## src/rtl/image_background_sequencer.sv

```systemverilog
// image_background_sequencer
// Frame-level controller for the background generator. Holds a 4-slot
// (operation, color) program, issues one frame request per interval and
// steps through the enabled slots, keeping operation/color fixed per frame.
// Optional watchdog: define IMAGE_BACKGROUND_SEQUENCER_TIMEOUT_EN.
//
// state         | meaning
// IDLE          | stopped, waiting for enable and an enabled slot
// REQUEST       | latch next slot's entries, launch request pulse
// WAIT_START    | waiting for the generator to start sending
// WAIT_DONE     | frame in progress, waiting for sending to fall
// WAIT_INTERVAL | frame done, waiting out the remaining interval
module image_background_sequencer #(
    parameter int IntervalWidth   = 24,
    parameter int FrameCountWidth = 16,
    parameter int TimeoutCycles   = 2000000
) (
    input  logic                       clock,
    input  logic                       reset,
    input  logic                       enable,
    input  logic                       cfg_write,
    input  logic [1:0]                 cfg_address,
    input  logic [1:0]                 cfg_operation,
    input  logic [23:0]                cfg_color,
    input  logic                       cfg_slot_enable,
    input  logic [IntervalWidth-1:0]   cfg_interval,
    input  logic                       gen_sending,
    output logic [1:0]                 operation,
    output logic [23:0]                color,
    output logic                       out_request_external,
    output logic [1:0]                 slot,
    output logic [FrameCountWidth-1:0] frame_count,
    output logic                       busy,
    output logic                       timeout_error
);

    typedef enum logic [2:0] {
        IDLE,
        REQUEST,
        WAIT_START,
        WAIT_DONE,
        WAIT_INTERVAL
    } state_t;

    state_t                     state_q, state_d;
    logic [1:0]                 slot_q, slot_d;
    logic [1:0]                 op_q, op_d;
    logic [23:0]                col_q, col_d;
    logic                       req_q, req_d;
    logic [IntervalWidth-1:0]   cnt_q, cnt_d;
    logic [FrameCountWidth-1:0] fc_q, fc_d;

    logic [1:0]  op_tab_q [4];
    logic [23:0] col_tab_q [4];
    logic [3:0]  en_tab_q;

    logic [1:0]  next_slot;
    logic        any_en;
    logic        wd_expire;
    logic        start_block;

    // Slot table: writes land on the clock edge regardless of state.
    always_ff @(posedge clock) begin
        if (reset) begin
            for (int i = 0; i < 4; i++) begin
                op_tab_q[i]  <= 2'd0;
                col_tab_q[i] <= 24'd0;
            end
            en_tab_q <= 4'd0;
        end else if (cfg_write) begin
            op_tab_q[cfg_address]  <= cfg_operation;
            col_tab_q[cfg_address] <= cfg_color;
            en_tab_q[cfg_address]  <= cfg_slot_enable;
        end
    end

    // Circular search for the first enabled slot after the current one.
    always_comb begin
        logic [1:0] idx;
        idx       = slot_q;
        next_slot = slot_q + 2'd1;
        any_en    = 1'b0;
        for (int i = 1; i <= 4; i++) begin
            idx = slot_q + 2'(i);
            if (!any_en && en_tab_q[idx]) begin
                any_en    = 1'b1;
                next_slot = idx;
            end
        end
    end

`ifdef IMAGE_BACKGROUND_SEQUENCER_TIMEOUT_EN
    localparam int WdW = $clog2(TimeoutCycles + 1);
    localparam logic [WdW-1:0] WdLast = WdW'(TimeoutCycles - 1);

    logic [WdW-1:0] wd_q, wd_d;
    logic           tmo_q, tmo_d;
    logic           hold_q, hold_d;

    // Watchdog: restarts at each request, runs while a frame is outstanding.
    // After a timeout, starting again needs enable to be seen low once.
    always_comb begin
        wd_d      = wd_q;
        wd_expire = 1'b0;
        if (state_q == REQUEST) begin
            wd_d = '0;
        end else if (state_q == WAIT_START || state_q == WAIT_DONE) begin
            wd_d = wd_q + WdW'(1);
            if (wd_q == WdLast) begin
                wd_expire = 1'b1;
            end
        end
        tmo_d  = tmo_q | wd_expire;
        hold_d = hold_q;
        if (wd_expire) begin
            hold_d = 1'b1;
        end else if (!enable) begin
            hold_d = 1'b0;
        end
    end

    // Watchdog registers.
    always_ff @(posedge clock) begin
        if (reset) begin
            wd_q   <= '0;
            tmo_q  <= 1'b0;
            hold_q <= 1'b0;
        end else begin
            wd_q   <= wd_d;
            tmo_q  <= tmo_d;
            hold_q <= hold_d;
        end
    end

    assign start_block   = hold_q;
    assign timeout_error = tmo_q;
`else
    assign wd_expire     = 1'b0;
    assign start_block   = 1'b0;
    assign timeout_error = 1'b0;
`endif

    // Next-state and output-register logic.
    always_comb begin
        state_d = state_q;
        slot_d  = slot_q;
        op_d    = op_q;
        col_d   = col_q;
        req_d   = 1'b0;
        fc_d    = fc_q;
        cnt_d   = (cnt_q != '0) ? cnt_q - IntervalWidth'(1) : cnt_q;
        case (state_q)
            IDLE: begin
                if (enable && any_en && !start_block) begin
                    state_d = REQUEST;
                end
            end
            REQUEST: begin
                if (!any_en) begin
                    state_d = IDLE;
                end else begin
                    slot_d  = next_slot;
                    op_d    = op_tab_q[next_slot];
                    col_d   = col_tab_q[next_slot];
                    req_d   = 1'b1;
                    // The REQUEST cycle itself is the first clock of the period.
                    cnt_d   = (cfg_interval != '0) ? cfg_interval - IntervalWidth'(1) : '0;
                    state_d = WAIT_START;
                end
            end
            WAIT_START: begin
                if (gen_sending) begin
                    state_d = WAIT_DONE;
                end
            end
            WAIT_DONE: begin
                if (!gen_sending) begin
                    fc_d = fc_q + FrameCountWidth'(1);
                    if (!enable || !any_en) begin
                        state_d = IDLE;
                    end else if (cnt_q <= IntervalWidth'(1)) begin
                        state_d = REQUEST;
                    end else begin
                        state_d = WAIT_INTERVAL;
                    end
                end
            end
            WAIT_INTERVAL: begin
                if (!enable || !any_en) begin
                    state_d = IDLE;
                end else if (cnt_q <= IntervalWidth'(1)) begin
                    state_d = REQUEST;
                end
            end
            default: state_d = IDLE;
        endcase
        if (wd_expire) begin
            state_d = IDLE;
            fc_d    = fc_q;
        end
    end

    // State and output registers.
    always_ff @(posedge clock) begin
        if (reset) begin
            state_q <= IDLE;
            slot_q  <= 2'd3;
            op_q    <= 2'd0;
            col_q   <= 24'd0;
            req_q   <= 1'b0;
            cnt_q   <= '0;
            fc_q    <= '0;
        end else begin
            state_q <= state_d;
            slot_q  <= slot_d;
            op_q    <= op_d;
            col_q   <= col_d;
            req_q   <= req_d;
            cnt_q   <= cnt_d;
            fc_q    <= fc_d;
        end
    end

    assign operation            = op_q;
    assign color                = col_q;
    assign out_request_external = req_q;
    assign slot                 = slot_q;
    assign frame_count          = fc_q;
    assign busy                 = (state_q != IDLE);

endmodule
```

## config.mk

```make
export PLATFORM = sky130hd
export DESIGN_NAME = image_background_sequencer
export DESIGN_NICKNAME = d
export VERILOG_FILES = /design/src/rtl/image_background_sequencer.sv
export SDC_FILE = /design/constraint.sdc
export NUM_CORES = 1
export LEC_CHECK = 0
export CORE_MARGIN = 2
export CORE_UTILIZATION = 30
export CTS_BUF_LIST = sky130_fd_sc_hd__clkbuf_16
export DETAILED_ROUTE_END_ITERATION = 12
export DONT_BUFFER_PORTS = 1
export PLACE_DENSITY = 0.51
export SYNTH_ARGS = -nofsm -noshare
export SYNTH_HDL_FRONTEND = slang
export SYNTH_SLANG_ARGS = --single-unit
```

## constraint.sdc

```tcl
create_clock -name clock -period 5.5 [get_ports clock]
set_clock_uncertainty 0.05 [all_clocks]
set_input_delay 0.275 -clock clock [delete_from_list [all_inputs] [get_ports clock]]
set_output_delay 0.275 -clock clock [all_outputs]
set_load 0.02 [all_outputs]
```

; ---- Word-level counts from Yosys, hierarchy flattened
; Memory sizes are Yosys's and may differ from the RTL's. A register that Yosys moved wholly into a read port is not among the register bits.
; Index checks and enable logic that the tools add are counted.
[word_totals]
reg_bits = 50
ram_bits = 104
in_bits = 58
out_inout_bits = 47
wordCells = 95
memories = 2
[memory_table]
columns = memory, depth, width, rd, rd_clocked_by_memory_dff, wr, line
row1 = col_tab_q, 4, 24, 1, 1, 4, 54  ; logic [23:0] col_tab_q [4];
row2 = op_tab_q, 4, 2, 1, 1, 4, 53  ; logic [1:0] op_tab_q [4];
[classes]
add_sub_neg = 6
order_cmp = 7
n_eq_ne = 8
n_mux = 43
bitwise_logic = 2
n_reduce_logical = 21
[ops]
columns = operator, count
row1 = $mux 24, 5
row2 = $reduce_bool 24->1, 2
row3 = $sub 24x1->24 const B, 2
row4 = $le 24x1->1 const B, 1
row5 = $reduce_or 24->1, 1
row6 = $mux 3, 7
row7 = $mux 1, 17
row8 = $add 16x1->16 const B, 1
row9 = $lt 2x3->1 const B, 5
row10 = $pmux 3 s5, 1
row11 = $mux 2, 7
row12 = $bmux 1 s2, 4
row13 = $eq 3x2->1 const B, 2
row14 = $ne 2x2->1 const B, 3
row15 = $logic_and 1x1->1, 5
row16 = $logic_not 1->1, 5
row17 = $add 2x2->2 const B, 2
row18 = $bwmux 4, 1
row19 = $reduce_and 2->1, 2
row20 = $reduce_and 4->1, 1
row21 = $reduce_or 2->1, 2
row22 = $eq 3x1->1 const B, 1
row23 = $eq 3x3->1 const B, 1
row24 = $logic_not 3->1, 1
row25 = 7 further kinds, 8

; ---- Logic depth before layout (Yosys ltp)
; Gate-level depths: netlist of the first run.
[depth]
depth_word = 18
mapped_depth = 9

; ---- Least setup slack after synthesis of the first run
; OpenSTA, ideal clock, no wires.
[synth_path]
path_type = flip-flop to flip-flop
from = register cnt_q[0]
to = register cnt_q[22]
t_arrival_ps = 2072
setup_slack_ps = 3256
path_stages_with_launch = 10
period_less_slack_ps = 2244
cell_sequence = dfxtp_1 > inv_1 > ha_1 > or3b_2 > clkbuf_1 > nor3_1 > o21ai_1 > buf_2 > o311a_1 > a221o_1
[synth_via]
elab_chain_cells = 4
word_cells_on_any_way = 5
cone_classes = add/sub (1) / mux (3) / reduce/logical (1)
[synth_lines]
columns = item, line
row1 = start: declaration, 50  ; logic [IntervalWidth-1:0] cnt_q, cnt_d;
row2 = start signal: assignment, 219  ; cnt_q <= cnt_d;
row3 = $sub 24x1->24 / $reduce_bool 24->1 (equally long branches), 151  ; cnt_d = (cnt_q != '0) ? cnt_q - IntervalWidth'(1) : cnt_q;
row4 = $mux 24 (*), 151
row5 = $mux 24, 159  ; if (!any_en) begin
row6 = $mux 24 (*), 152  ; case (state_q)
; Every way passes the cells marked *; elsewhere a longest branch is shown, timed or not.
; A chain may end at the register's enable or synchronous reset.

; ---- Final worst setup path of the first run
[layout_path]
from = register slot_q[1], in the netlist slot[1]
to = register col_q[21], in the netlist color[21], read port of col_tab_q
[layout_via]
elab_chain_cells = 14
word_cells_on_any_way = 25
cone_classes = add/sub (3) / mux (15) / reduce/logical (7)
[layout_lines]
columns = item, line
row1 = start: declaration, 46  ; logic [1:0] slot_q, slot_d;
row2 = start signal: assignment, 215  ; slot_q <= slot_d;
row3 = $add 2x1->2, "81, 84"
row4 = $bmux 1 s2, 85  ; if (!any_en && en_tab_q[idx]) begin
row5 = $mux 1 (implied by the code), 85
row6 = $mux 1, 85
row7 = $logic_not 1->1, 85
row8 = $logic_and 1x1->1, 85
row9 = $mux 1, 85
row10 = $logic_not 1->1, 85
row11 = $logic_and 1x1->1, 85
row12 = $mux 1, 85
row13 = $logic_not 1->1, 85
row14 = $logic_and 1x1->1, 85
row15 = $mux 1, 85
row16 = $reduce_and 2->1 (no source line), -
row17 = end: declaration, 48  ; logic [23:0] col_q, col_d;
; Several ways; a longest one is shown, not always the timed one. The select of a mux whose other input is x is not followed.

==> impl_metrics.yaml, run 1 <==
clocking:
  cts.clk_slew.worst_paths_ps: 80
  cts_sinks: 180
  clockBufferDepth: 2
  clock_latency_ps: 440
  htree_levels: 4
  cts-buffers-inserted: 17
  root_buffer: "clkbuf_16"
  cts_resized: 0
  cts_tree: "yes"
logic_synthesis:
  synth_top_family_by_area: "simple AND/OR/NAND/NOR gates"
  synthSimpleGateAreaFrac: 0.204
  yosys.area_share.xor_xnor: 0.0396
  synth.area.top_cells: "edfxtp_1 (37%), dfxtp_1 (18%), nor2_1 (5.3%), o211ai_1 (3.7%), mux2i_1 (3.6%)"
  syn-instance-count: 820
  yosys.area.top_type: "edfxtp_1"
  mappedNetlistArea_um2: 8400
  avgSynthCellArea_um2: 10.2
  synth_compound_area_frac: 0.116
  synthArstFlopShare: 0
  synthFlopType: "edfxtp_1"
  synth_seq_cells: 180
  synth.distinct_cells: 62
  synth_fa_ha_area_frac: 0.00744
  synth_seq_area_share: 0.553
  syn_nets: 883
  yosys_warnings: 0
  synth_edf_count: 104
  post-synth-top-area-fraction: 0.372
  synthMuxAreaShare: 0.0371
power:
  power_leakage_nw: 3.21
  finalPower_mw: 3.56
  vdd_drop_max_v: 0.000168
  powerDensity_nw_per_um2: 376
grt:
  gr-total-overflow: 0
  grt_usage: 0.147
  grt_pass1_vias: 5806
  antenna_found_initial: 0
  grt_first_pass_wirelength_mm: 33.2
  grt_max_degree: 33
route:
  route.vias.total: 6030
  firstDrtPassIters: 5
  viasPerCell: 5.03
  wl_mm: 21.2
  ant_nets: 0
  drc: 0
  wl_per_cell_um: 17.7
  dr.first_iter.drc_count: 382
min_path:
  min_path_type: "in -> reg"
  hold-path-cell-count: 3
sta:
  max_freq_mhz: 340
  slew_viol_final: 0
  post-route-period-util: 0.534
  rsz0062_at_grt: "false"
  slew_headroom: 0.244
  hold_violations: 0
  tns_ps: 0
  setup_viol: 0
  period_minus_slack_ps: 2940
  max_slew.worst_pin.slew_ps: 1130
finish:
  layout.cells.non_filler: 1199
  nFillCells: 2765
  nets: 871
  n_antenna_cell: 0
  drive_above_1_share: 0.0755
  area_delta_synth_final_pct: 12.9
floorplanning:
  dieWidth_um: 171
  fp.coreArea_um2: 27700
  row_count: 61
  die_y_um: 171
  initial_utilization: 0.303
  pin_count: 105
  die-area_um2: 29400
critical_path:
  crit_fanout: 30
  reg2reg_to: "color[21]"
  timing.rr.start: "slot[1]"
  critPathLaunchType: "flop"
  r2r_cells: 6
  setup.worst_path.end: "color[21]"
  worstSetupStartpoint: "slot[1]"
  crit_type: "reg -> reg"
  cp-end-kind: "flop"
  worst_ep_arrival_time_ps: 3200
  cp.required_ps: 5760
  ff2ff_setup_slack_ps: 2560
place:
  place_hpwl_mm: 13.5
  port_buffers: 0
  dp_cells: 1161
  gp_congestion: 0.738
run:
  drv_cap: 0
run_status:
  outcome: "completed"
[placed cells by master (no fill, tap or decap), types with 5 or more instances in the layout]
cell type and instances:
a221o_1 5, nand2b_1 8, o211ai_1 41, dfxtp_1 76, dlygate4sd3_1 6, ha_1 5
nor2b_1 5, inv_8 5, clkbuf_16 17, a21oi_1 9, clkinv_8 5, mux2i_1 30
o311a_1 5, o22ai_1 9, o21ai_0 7, xnor2_1 22, inv_1 37, nor3_1 27
nand4_1 9, or3_1 39, edfxtp_1 104, o2111ai_1 26, nand3_1 15, or4_1 13
buf_4 15, nand2_1 80, nor4_1 9, nor2_1 116, xor2_1 16
[worst min path at each step]
stage	start	endpoint	slack (ps)
after floorplan	cfg_interval[0]	cnt_q[0]	340
after global placement	reset	frame_count[9]	300
after detailed placement	reset	frame_count[8]	300
after CTS	cfg_interval[6]	cnt_q[6]	5
after global routing	cfg_interval[7]	cnt_q[7]	30
final	cfg_interval[7]	cnt_q[7]	20
[power by group]
part | internal (mW) | switching [mW]
registers | 1.55 | 0.0941
logic | 0.244 | 0.423
clock network | 0.627 | 0.626
total | 2.42 | 1.14
[metal layers]
layer | vias to the layer above | wire length [µm] | global-route usage
met5 | - | 0 | 0
met1 | 2904 | 9320 | 0.183
met4 | 0 | 335 | 0.0479
li1 | 2968 | - | -
met3 | 21 | 1090 | 0.0350
met2 | 137 | 10400 | 0.252
[flip-flops by register name, indices dropped and copies added (netlist names)]
name and cells:
op_tab_q 8, operation 2, color 24, state_q 3, en_tab_q 4, frame_count 16, cnt_q 24, slot 2
col_tab_q 96, out_request_external 1
[worst max-delay path: stages, from the launching register on]
cell and delay [ps]:
dfxtp_1 660, nor2b_1 150, o31ai_4 820, nor2_4 330, buf_4 380, o2111ai_1 270, o211ai_1 120
[through the flow]
step	cell area [µm²]	utilization	setup WS [ps]	hold WS, ps
after floorplan	8400	-	3260	341
after global routing	9490	0.342	2220	26.8
after CTS	9490	0.342	2460	4.62
after detailed placement	8810	0.318	2460	300
final	9490	0.342	2560	16.3
after global placement	8810	0.318	2580	297
[cells by family (layout without fill, tap and decap cells)]
logic type | Yosys count | in the layout
DFF | 180 | 180
and+or+nand+nor | 348 | 348
other | 1 | 1
muxes | 31 | 31
xor gates and xnor gates | 38 | 38
AOI/OAI and AO/OA | 128 | 128
adders and majority gates | 5 | 5
buffers and inverters | 89 | 90
[final cells by class]
cell class	instances	area, µm²	share of cell area
clock inverters	15	195	0.0206
clock buffers	17	425	0.0448
repair buffers	21	173	0.0182
multi-input cells	551	3440	0.362
inverters	37	139	0.0146
flip-flops and latches	180	4640	0.490
well taps	378	473	0.0498
[cells in the mapped netlist (all sizes together), types with 2 or more instances]
cell,n
nand4,9
o311ai,3
o22ai,9
nand2,80
o311a,5
edfxtp,104
nor4,10
xor2,16
o211ai,41
nand3,15
nor3b,2
or3,39
buf,12
nor2b,6
clkbuf,40
mux2i,30
o21ai,9
nand2b,8
dfxtp,76
o31ai,5
ha,5
nor3,28
nand4b,2
a21o,3
inv,37
a21oi,10
o2111ai,26
o21a,2
a31oi,2
nor2,118
and2,2
xnor2,22
or4,14
or2,6
a221o,5
and3,2
[repair_timing]
action,in CTS,in global routing
hold buffers,6,0
endpoints found under the hold margin,26,0
setup buffers,0,0
endpoints found under the setup margin,0,0
(Power assumes the default switching activity.)
==> run 2, diff against run 1 <==
--- a/config.mk
+++ b/config.mk
@@ -5,6 +5,7 @@
 export SDC_FILE = /design/constraint.sdc
 export NUM_CORES = 1
 export LEC_CHECK = 0
+export ABC_AREA = 1
 export CORE_MARGIN = 2
 export CORE_UTILIZATION = 30
 export CTS_BUF_LIST = sky130_fd_sc_hd__clkbuf_16
==> constraint.sdc (replaced) <==
create_clock -name clock -period 2.8 [get_ports clock]
set_clock_uncertainty 0.05 [all_clocks]
set_input_delay 0.14 -clock clock [delete_from_list [all_inputs] [get_ports clock]]
set_output_delay 0.14 -clock clock [all_outputs]
set_load 0.02 [all_outputs]
==> run 2 against run 1 <==
- first-iteration DRC count is 45% higher
- setup slack worse by 2300 ps
- hold slack about the same
- combinational power grew to 6.2 times the previous value
- sequential cell count is the same
- global-route usage increased by 1.9 points
- critical path type is now in -> reg
- largest power group is now combinational logic
==> impl_metrics.yaml, run 2 <==
grt:
  grt_max_degree: 53
  grt_first_pass_wirelength_mm: 40.6
  grt_pass1_vias: 7500
  antenna_found_initial: 0
  gr-total-overflow: 0
  grt_usage: 0.167
logic_synthesis:
  synthArstFlopShare: 0
  yosys_warnings: 0
  syn-instance-count: 1130
  synth_compound_area_frac: 0.0545
  yosys.area_share.xor_xnor: 0.0269
  synthTopCellsByCount: "nand2_1 (259), nor2_1 (182), nand3_1 (166), edfxtp_1 (104), inv_1 (101)"
  synth_seq_area_share: 0.509
  synth.area.top_cells: "edfxtp_1 (34%), dfxtp_1 (17%), nand2_1 (11%), nand3_1 (9.1%), nor2_1 (7.5%)"
  synth_seq_cells: 180
  synth.distinct_cells: 49
  synth.most_common_cell: "nand2_1"
  synth_fa_ha_area_frac: 0.00686
  synthFlopType: "edfxtp_1"
  synthSimpleGateAreaFrac: 0.331
  syn_nets: 1193
  synthMuxAreaShare: 0
  avgSynthCellArea_um2: 8.07
  mappedNetlistArea_um2: 9120
  yosys.area.top_type: "edfxtp_1"
  synth_edf_count: 104
  synth_top_family_by_area: "simple AND/OR/NAND/NOR gates"
  post-synth-top-area-fraction: 0.342
floorplanning:
  initial_utilization: 0.306
  dieWidth_um: 178
  die-area_um2: 31800
  die_y_um: 178
  pin_count: 105
  row_count: 63
  fp.coreArea_um2: 29800
sta:
  setup_viol: 0
  slew_viol_final: 0
  period_minus_slack_ps: 2590
  post-route-period-util: 0.923
  tns_ps: 0
  rsz0062_at_grt: "false"
  slew_headroom: 0.325
  hold_violations: 0
  max_slew.worst_pin.slew_ps: 1010
  max_freq_mhz: 387
critical_path:
  cp_top_family: "buffers and inverters"
  timing.rr.start: "slot[0]"
  crit_type: "in -> reg"
  cp_cell_sequence: "dlygate4sd3_1 -> inv_1 -> ha_1 -> nand2_1 -> inv_1 -> nand3_1 -> nor2_2 -> nand2_1 -> inv_1 -> nand3_1 -> and2_4 -> o211ai_2 -> dlygate4sd3_1 -> o21ai_0"
  worst_ep_arrival_time_ps: 2860
  critPathLaunchType: "input port"
  cp.required_ps: 3070
  r2r_cells: 13
  cpMostUsedCell: "inv_1"
  crit_fanout: 13
  crit_buf_inv: 5
  reg2reg_to: "cnt_q[5]"
  cpPeakStageDelay_ps: 570
  cp-end-kind: "flop"
  crit_slowest_cell: "dlygate4sd3_1"
  ff2ff_setup_slack_ps: 240
finish:
  largest_reg_flops: 96
  mostFrequentLayoutCells: "nand2_1 (259), nor2_1 (180), nand3_1 (166)"
  n_antenna_cell: 0
  drive_above_1_share: 0.0846
  post-route-util: 0.361
  final_common_cell: "nand2_1"
  nFillCells: 3117
  area_delta_synth_final_pct: 17.9
  nets: 1255
  top_register: "col_tab_q"
power:
  vdd_drop_max_v: 0.000501
  power_leakage_nw: 4.44
  powerDensity_nw_per_um2: 913
place:
  gp_congestion: 0.894
  port_buffers: 0
  place_hpwl_mm: 16.7
min_path:
  min_path_type: "in -> reg"
  hold_start: "cfg_interval[19]"
  hold_end: "cnt_q[19]"
  hold-path-cell-count: 3
clocking:
  clock_latency_ps: 430
  cts.clk_slew.worst_paths_ps: 70
  cts_tree: "yes"
  cts_sinks: 180
  cts-buffers-inserted: 17
  root_buffer: "clkbuf_16"
  htree_levels: 4
  clockBufferDepth: 2
route:
  wl_per_cell_um: 16.0
  route.vias.total: 7650
  viasPerCell: 4.80
  firstDrtPassIters: 5
  wl_mm: 25.6
  dr.first_iter.drc_count: 552
  drc: 0
  ant_nets: 0
run:
  drv_cap: 0
run_status:
  outcome: "completed"
-- run 2: cell types whose count changed in the layout (fill, tap and decap cells not counted), moves of 13 or more --
cell | previous run | this run
a21oi_1 | 9 | 35
dlygate4sd3_1 | 6 | 61
inv_1 | 37 | 102
mux2i_1 | 30 | 0
nand2_1 | 80 | 259
nand3_1 | 15 | 166
nor2_1 | 116 | 180
nor3_1 | 27 | 11
o2111ai_1 | 26 | 0
o211ai_1 | 41 | 3
o21ai_0 | 7 | 35
or3_1 | 39 | 0
or4_1 | 13 | 0
-- run 2: report_power, final --
part / switching, mW / internal (mW)
Sequential: 0.338 / 3.14
Combinational: 2.77 / 1.34
Clock: 1.08 / 1.14
-- run 2: per-layer routing --
layer | vias up | GRT usage | routed length [µm]
li1 | 3846 | - | -
met4 | 0 | 0.0488 | 388
met3 | 22 | 0.0350 | 1130
met1 | 3637 | 0.212 | 11600
met2 | 145 | 0.285 | 12400
met5 | - | 0 | 0
-- run 2: repair_timing --
action	in CTS	in global routing
resized for setup	0	2
setup buffers	0	0
hold endpoints to repair	136	0
hold buffers	61	0
setup endpoints to repair	0	1
-- run 2: layout make-up --
type	instances	area [µm²]	share of cell area
sequential	180	4650	0.432
multi-input combinational	796	3830	0.356
timing repair buffer	85	828	0.0770
tap	390	488	0.0454
clock buffer	17	425	0.0395
inverter	112	423	0.0393
clock inverter	15	113	0.0105
-- run 2: worst max-delay path by stage --
stage | startpoint | endpoint | slack [ps] | cells past startpoint
2_1_floorplan | slot[0] | color[10] | 810 | 14
3_3_place_gp | slot[0] | color[4] | 390 | 13
3_5_place_dp | slot[0] | operation[1] | 300 | 13
4_1_cts | slot[0] | cnt_q[5] | 110 | 13
5_1_grt | cfg_interval[0] | cnt_q[5] | 10 | 14
6_report | cfg_interval[0] | cnt_q[5] | 210 | 14
-- run 2: cell families (layout without fill, tap and decap cells) --
kind of cell               Yosys count  in the layout
and+or+nand+nor                    673            673
DFF                                180            180
buffers and inverters              154            229
AOI/OAI and AO/OA                   89             89
xor gates and xnor gates            28             28
adders and majority gates            5              5
other                                1              1
-- run 2: worst register-to-register path, stage by stage (launching register included) --
cell,delay [ps]
dfxtp_2,420
buf_4,200
nand2_1,80
nand2_2,110
nand2_2,70
inv_2,100
nor2_8,60
nand3_4,160
nand2_8,110
inv_4,150
and2_4,260
o211ai_2,90
dlygate4sd3_1,570
o21ai_0,70
-- run 2: through the flow --
step	std cells	hold slack, ps	total power, mW	setup slack, ps	area, µm²
after floorplan	1130	205	6.44	811	9120
after global placement	1502	166	7.61	386	9600
after detailed placement	1502	167	7.61	297	9600
after CTS	1595	5.13	9.92	113	10800
after global routing	1595	34.5	10.5	13.4	10800
final	1595	16.1	9.82	215	10800
==> run 3, diff against run 2 <==
--- a/config.mk
+++ b/config.mk
@@ -7,11 +7,11 @@
 export LEC_CHECK = 0
 export ABC_AREA = 1
 export CORE_MARGIN = 2
-export CORE_UTILIZATION = 30
+export CORE_UTILIZATION = 40
 export CTS_BUF_LIST = sky130_fd_sc_hd__clkbuf_16
 export DETAILED_ROUTE_END_ITERATION = 12
 export DONT_BUFFER_PORTS = 1
-export PLACE_DENSITY = 0.51
+export PLACE_DENSITY = 0.61
 export SYNTH_ARGS = -nofsm -noshare
 export SYNTH_HDL_FRONTEND = slang
 export SYNTH_SLANG_ARGS = --single-unit
==> constraint.sdc (replaced) <==
create_clock -name clock -period 3 [get_ports clock]
set_clock_uncertainty 0.05 [all_clocks]
set_input_delay 0.15 -clock clock [delete_from_list [all_inputs] [get_ports clock]]
set_output_delay 0.15 -clock clock [all_outputs]
set_load 0.02 [all_outputs]
==> run 3 against run 2 <==
- critical path depth stayed put
- non-clock buffer count is 7 lower
- setup slack better by 23 ps
- clock-buffer cell count stayed put
- hold slack better by 3.2 ps
- largest power group unchanged
- critical endpoint unchanged
- routed wire length is 6.8% lower
==> impl_metrics.yaml, run 3 (synthesis results as in run 2) <==
sta:
  hold_ws_ps: 19.2
  setup_viol: 0
  max_slew.worst_pin.slew_ps: 959
  tns_ps: 0
  max_freq_mhz: 362
  post-route-period-util: 0.921
  slew_viol_final: 0
  slew_headroom: 0.358
  rsz0062_at_grt: "false"
  setup_ws_ps: 238
  period_minus_slack_ps: 2760
  hold_violations: 0
grt:
  grt_usage: 0.204
  grtUsageMet2: 0.341
  top_usage_layer: "met2"
  gr-total-overflow: 0
  grt_use_met3: 0.0404
  grt_util_met1: 0.275
  antenna_found_initial: 0
  grt_first_pass_wirelength_mm: 38.7
  grt_max_degree: 53
  grt_pass1_vias: 7309
route:
  firstDrtPassIters: 5
  drc: 0
  wl_mm: 23.8
  wl_per_cell_um: 16.1
  route.vias.total: 7554
  ant_nets: 0
  viasPerCell: 5.09
  dr.first_iter.drc_count: 508
critical_path:
  worst_ep_arrival_time_ps: 3030
  crit_slowest_cell: "dlygate4sd3_1"
  critPathLaunchType: "input port"
  cp.required_ps: 3270
  crit_type: "in -> reg"
  cp-end-kind: "flop"
  cpPeakStageDelay_ps: 570
  crit_buf_inv: 5
  crit_fanout: 13
  cp_top_family: "buffers and inverters"
  cp_cell_sequence: "dlygate4sd3_1 -> inv_1 -> ha_1 -> nand2_1 -> inv_1 -> nand3_1 -> nor2_1 -> nand2_1 -> inv_1 -> nand3_1 -> and2_4 -> o211ai_2 -> dlygate4sd3_1 -> o21ai_0"
  cpMostUsedCell: "inv_1"
run:
  drv_cap: 0
floorplanning:
  dieWidth_um: 155
  row_count: 55
  die-area_um2: 24000
  pin_count: 105
  die_y_um: 155
  initial_utilization: 0.405
  fp.coreArea_um2: 22500
place:
  port_buffers: 0
  gp_congestion: 0.902
  post-place-ws_ps: 473
  place_hpwl_mm: 15.0
finish:
  nFillCells: 2149
  final_common_cell: "nand2_1"
  top_register: "col_tab_q"
  area_delta_synth_final_pct: 16.7
  post-route-util: 0.473
  mostFrequentLayoutCells: "nand2_1 (259), nor2_1 (181), nand3_1 (166)"
  largest_reg_flops: 96
  drive_above_1_share: 0.0818
  n_antenna_cell: 0
  nets: 1248
run_status:
  outcome: "completed"
clocking:
  htree_levels: 4
  cts_resized: 0
  clock_latency_ps: 430
  cts-buffers-inserted: 17
  cts_sinks: 180
  postCtsSetupRepairBufs: 0
  cts_hold_buf: 60
  cts.clk_slew.worst_paths_ps: 80
  clockBufferDepth: 2
  cts_tree: "yes"
  root_buffer: "clkbuf_16"
min_path:
  min_path_type: "in -> reg"
power:
  vdd_drop_max_v: 0.000579
  power_leakage_nw: 4.43
  powerDensity_nw_per_um2: 870
  finalPower_mw: 9.26
==> run 3: cell types whose count changed in the layout (fill, tap and decap cells not counted), sizes merged <==
| cell | previous run | this run |
|---|---|---|
| clkinvlp | 3 | 0 |
| dlygate4sd3 | 61 | 60 |
| buf | 24 | 18 |
| inv | 113 | 116 |
==> run 3: power breakdown <==
group,leakage [nW],internal (mW),switching (mW)
clock network,0.306,1.17,1.19
logic,2.49,1.14,2.51
registers,1.64,2.92,0.330
total,4.43,5.23,4.03
==> run 3: final timing paths <==
| check | depth (start not counted) | endpoint | start | slack [ps] |
|---|---|---|---|---|
| worst min register to register | 2 | en_tab_q[0] | en_tab_q[0] | 470 |
| worst max-delay path | 14 | cnt_q[5] | cfg_interval[0] | 240 |
| worst max register to register | 13 | cnt_q[5] | slot[1] | 290 |
| worst min-delay path | 3 | en_tab_q[3] | cfg_address[1] | 20 |
==> run 3: layer usage <==
| metal | share of wire | routed length [µm] |
|---|---|---|
| met4 | 0.010 | 239 |
| met1 | 0.45 | 10800 |
| met3 | 0.064 | 1530 |
| met2 | 0.47 | 11200 |
| met5 | 0 | 0 |
==> run 3: through the flow <==
step	cells	area, µm²
floorplan	1130	9120
global placement	1391	9400
detailed placement	1391	9400
CTS	1483	10600
global route	1483	10600
finish	1483	10600
==> run 3: layout make-up <==
| cell class | count | area, µm² | share of cell area |
|---|---|---|---|
| well taps | 285 | 357 | 0.0335 |
| flip-flops and latches | 180 | 4640 | 0.436 |
| clock inverters | 15 | 216 | 0.0203 |
| repair buffers | 78 | 748 | 0.0703 |
| inverters | 112 | 423 | 0.0397 |
| multi-input cells | 796 | 3830 | 0.360 |
| clock buffers | 17 | 425 | 0.0400 |
==> run 3: worst register-to-register path, delay by kind of cell, from the launching register on <==
kind,cells,cell delay (ps)
DFF,1,620
buffers and inverters,3,790
and+or+nand+nor,8,1010
AOI/OAI and AO/OA,2,140
